**src/rtl/ram_fifo_ctrl.sv**
```systemverilog
// FIFO controller around a 1024x8 dual-port RAM: port A writes from an upstream
// valid/ready stream, port B prefetches into a 2-entry register stage feeding the consumer.
module ram_fifo_ctrl #(
    parameter int unsigned ADDR_WIDTH = 10,
    parameter int unsigned DATA_WIDTH = 8
) (
    input  logic                  clock,
    input  logic                  reset_n,
    input  logic                  wr_valid,
    input  logic [DATA_WIDTH-1:0] wr_data,
    output logic                  wr_ready,
    output logic                  rd_valid,
    output logic [DATA_WIDTH-1:0] rd_data,
    input  logic                  rd_ready,
    output logic [ADDR_WIDTH:0]   level,
    output logic [ADDR_WIDTH-1:0] ram_address_a,
    output logic                  ram_write_enable_a,
    output logic [DATA_WIDTH-1:0] ram_data_a,
    output logic [ADDR_WIDTH-1:0] ram_address_b,
    output logic                  ram_write_enable_b,
    output logic [DATA_WIDTH-1:0] ram_data_b,
    input  logic [DATA_WIDTH-1:0] ram_q_b
);

    localparam int unsigned PTR_W = ADDR_WIDTH + 1;
    localparam int unsigned DEPTH = 1 << ADDR_WIDTH;

    logic [PTR_W-1:0]      wr_ptr;
    logic [PTR_W-1:0]      fetch_ptr;
    logic                  inflight;
    logic [1:0]            buf_count;
    logic [DATA_WIDTH-1:0] buf_head;
    logic [DATA_WIDTH-1:0] buf_tail;

    logic                  full;
    logic                  push;
    logic                  pop;
    logic                  fetch;
    logic [1:0]            cnt_after_pop;

    // Handshakes depend only on registered state, never on same-cycle consumer input
    assign full          = (level == PTR_W'(DEPTH));
    assign wr_ready      = !full;
    assign push          = wr_valid && wr_ready;
    assign rd_valid      = (buf_count != 2'd0);
    assign rd_data       = buf_head;
    assign pop           = rd_valid && rd_ready;
    assign cnt_after_pop = buf_count - 2'(pop);

    // Only fetch words whose write edge has passed, and only while the stage has room
    assign fetch = (fetch_ptr != wr_ptr) &&
                   ((3'(inflight) + 3'(cnt_after_pop)) < 3'd2);

    assign ram_write_enable_a = push;
    assign ram_address_a      = wr_ptr[ADDR_WIDTH-1:0];
    assign ram_data_a         = wr_data;
    assign ram_address_b      = fetch_ptr[ADDR_WIDTH-1:0];
    assign ram_write_enable_b = 1'b0;
    assign ram_data_b         = '0;

    // Pointers, fetch tracking and occupancy
    always_ff @(posedge clock or negedge reset_n) begin
        if (!reset_n) begin
            wr_ptr    <= '0;
            fetch_ptr <= '0;
            inflight  <= 1'b0;
            level     <= '0;
        end else begin
            if (push) begin
                wr_ptr <= wr_ptr + PTR_W'(1);
            end
            if (fetch) begin
                fetch_ptr <= fetch_ptr + PTR_W'(1);
            end
            inflight <= fetch;
            if (push && !pop) begin
                level <= level + PTR_W'(1);
            end else if (pop && !push) begin
                level <= level - PTR_W'(1);
            end
        end
    end

    // Output stage: pop shifts tail to head, then the arriving RAM word lands in the first free slot
    always_ff @(posedge clock or negedge reset_n) begin
        if (!reset_n) begin
            buf_count <= 2'd0;
            buf_head  <= '0;
            buf_tail  <= '0;
        end else begin
            if (pop) begin
                buf_head <= buf_tail;
            end
            if (inflight) begin
                if (cnt_after_pop == 2'd0) begin
                    buf_head <= ram_q_b;
                end else begin
                    buf_tail <= ram_q_b;
                end
            end
            buf_count <= cnt_after_pop + 2'(inflight);
        end
    end

endmodule
```
**config.mk**
```make
export PLATFORM = sky130hd
export DESIGN_NAME = ram_fifo_ctrl
export DESIGN_NICKNAME = d
export VERILOG_FILES = /design/src/rtl/ram_fifo_ctrl.sv
export SDC_FILE = /design/constraint.sdc
export NUM_CORES = 1
export LEC_CHECK = 0
export CAP_MARGIN = 0
export CORE_MARGIN = 10
export CORE_UTILIZATION = 35
export CTS_CLUSTER_DIAMETER = 100
export CTS_CLUSTER_SIZE = 24
export DETAILED_ROUTE_END_ITERATION = 6
export MAX_ROUTING_LAYER = met4
export SLEW_MARGIN = 0
export SYNTH_ARGS = -nofsm -noshare
export SYNTH_HDL_FRONTEND = slang
export SYNTH_SLANG_ARGS = --single-unit
export TNS_END_PERCENT = 50
```
**constraint.sdc**
```tcl
create_clock -name clock -period 3 [get_ports clock]
set_clock_uncertainty 0.2 [all_clocks]
set_input_delay 0.3 -clock clock [delete_from_list [all_inputs] [get_ports clock]]
set_output_delay 0.3 -clock clock [all_outputs]
set_load 0.01 [all_outputs]
```
==> flow_summary.toml <==
[timing]
hold_viol = 0
finalSetupViolations = 0
relSlewSlack = 0.5664
tightest_slew_ns = 0.6504
finalCriticalPeriod_ns = 2.853
fmax_ghz = 0.3506
final_max_slew_viol_count = 0
fin_tns_setup_ns = 0
whs_ns = 0.2911
timing.final.ws_setup_ns = 0.1474
fin_crit_sh = 0.9509

[placement]
dpl.cell_count = 451
gp_congestion = 0.8108
io_buffers = 53
pre_cts_ws_ns = -0.01001
dpl_cell_area_mm2 = 0.003714
hpwl_um = 5458

[global_route]
grt_pass1_wl_um = 11640
grt_use_total = 0.1098
gr-total-overflow = 0
antenna_found_initial = 0
grt_pass1_vias = 2367
grt_start_max_net_pins = 28

[floorplanning]
ios = 79
die_area_mm2 = 0.01327
fp.dieW_um = 115.2
rows = 34
start_util = 0.3618
die_y_um = 115.2
coreArea_mm2 = 0.008763

[logic_synthesis]
synth_cells = 307
synth-seq-area-share = 0.4104
synth.largest_area_cell = "dfrtp_1"
synth_edf_count = 0
yosys-top-cells-area = "dfrtp_1, buf_4, xnor2_1"
synth-main-ff-cell = "dfrtp_1"
synth_area_per_cell_um2 = 10.33
ys_async_sr_fraction = 1.000
synth.top_cell.area_share = 0.4104
synthesis.area_mm2 = 0.003171
synth.distinct_cells = 53
yosysWarnings = 0
ys_ff_latch = 52

[setup_path]
crit_family = "compound AO/OA/AOI/OAI gates"
reg2reg_slack_ns = 0.15
cp.depth = 10
regToRegEndpoint = "level[10]"
arrival_ns = 2.88
cp-endpoint = "level[10]"
crit_chain = "nor4b_4, a31oi_4, ha_4, inv_4, ha_1, nor2b_1, o31a_1, o31ai_4, mux2_4, o2111ai_1"
critPathKind = "reg -> reg"
critPathBufInv = 1
crit_path_top_delay_cell = "dfrtp_2"
start_kind = "flip-flop"
cp_max_fo = 5
r2r_start = "level[6]"
cp-end-kind = "flip-flop"
setup.worst_path.start = "level[6]"
crit_required_ns = 3.03
worstRegToRegCells = 10
cpPeakStageDelay_ns = 0.46

[layout]
final_util = 0.4399
fin_area_mm2 = 0.003855
num_antenna_cells = 0
drive_gt1_frac = 0.1638
final_cell_mix = "clkdlybuf4s50_1, dfrtp_1, xnor2_1"
area_growth_pct = 21.59
layout.nets = 389
final_cells = 462
layout_commonest_cell = "clkdlybuf4s50_1"

[routing]
vias = 2257
drtAntennaViolNets = 0
drt_iter0_drc = 62
via_per_inst = 4.885
drc = 0
wl_per_cell_um = 15.24
dr.pass1.iters = 4
totalWireLength_um = 7041

[cts]
cts_tree = "yes"
htree_levels = 2
cts_buffer_depth = 2
numCtsBuffers = 5
cts-root-buf = "clkbuf_8"
worstSkewPairLatency_ns = 0.31
clk_pin_slew_ns = 0.11
clock-sinks = 52

[hold_path]
hp-class = "reg -> reg"

[pwr]
switchingPower_mw = 1.772
p_leak_nw = 1.693
pwr-share-seq = 0.323
power_frac_clock = 0.100
peakVddDrop_uv = 546.3
cellPowerDensity_mw_per_mm2 = 1108
switching_share = 0.4149
power_mw = 4.271
power_frac_comb = 0.577
power.internal_mw = 2.499

[flow_run]
max_cap_viol_count = 0

[run_status]
status = "completed"
==> power groups by stage <==
stage | clock (mW) | combinational (mW) | sequential [mW]
detailed placement | 0 | 2.44 | 1.40
floorplan | 0 | 1.59 | 1.39
global placement | 0 | 2.40 | 1.39
global route | 0.482 | 2.73 | 1.43
CTS | 0.454 | 2.46 | 1.38
finish | 0.429 | 2.46 | 1.38
==> routing by layer <==
layer	GRT usage	wire length, um	vias up
met2	0.1700	3332	60
met3	0.02813	384	4
met1	0.1400	3280	1085
met5	-	0	-
li1	-	-	1108
met4	0.02640	44	0
==> logic make-up (layout without fill, tap and decap cells) <==
family	after synthesis	count (layout)	synth area share
DFF	52	52	0.4104
adders and majority gates	16	16	0.06551
other	1	9	0.001183
buffers and inverters	56	95	0.1125
muxes	19	19	0.06433
and+or+nand+nor	80	80	0.1456
AOI/OAI and AO/OA	47	47	0.1010
xor gates and xnor gates	36	36	0.09945
==> timing repair <==
| item | CTS | global route |
|---|---|---|
| endpoints found under the hold margin | 25 | 0 |
| hold buffers | 1 | 0 |
| gates resized for setup | 0 | 4 |
| setup endpoints to repair | 0 | 2 |
| setup buffers | 0 | 2 |
==> sequential cells by signal, indices dropped and copies added (netlist names) <==
name / flops
buf_count: 2
buf_tail: 8
fetch_ptr: 11
inflight: 1
level: 11
rd_data: 8
wr_ptr: 11
==> how the worst min path moves through the flow <==
stage	cells after the start	slack [ns]	start	to
4_1_cts	1	0.30	fetch_ptr[10]	fetch_ptr[10]
3_3_place_gp	1	0.17	reset_n	inflight
6_report	1	0.29	fetch_ptr[10]	fetch_ptr[10]
2_1_floorplan	0	-0.20	reset_n	buf_count[0]
3_5_place_dp	1	0.17	reset_n	inflight
5_1_grt	1	0.31	fetch_ptr[10]	fetch_ptr[10]
==> cells in the mapped netlist, drive strengths merged (2+ instances only) <==
library cell and count:
inv 14, mux2 11, xnor2 22, nor4b 2, clkbuf 4, a31oi 3
nor4 3, buf 38, ha 15, nand2 19, and3 5, a21oi 16
a21o 2, o2111ai 2, o21ai 9, nor2 17, xor2 14, mux2i 8
dfrtp 52, o21a 4, o31ai 2, nand3 12, nand4 6, nor2b 3
nor3 7
==> cell type report <==
| type | instances | area, um2 |
|---|---|---|
| Clock buffer | 5 | 68.82 |
| Fill cell | 869 | 4908 |
| Clock inverter | 3 | 27.53 |
| Timing Repair Buffer | 73 | 678.2 |
| Tap cell | 108 | 135.1 |
| Inverter | 14 | 55.05 |
| Sequential cell | 52 | 1305 |
| Multi-Input combinational cell | 207 | 1585 |
Power figures use the tool's default switching activity.
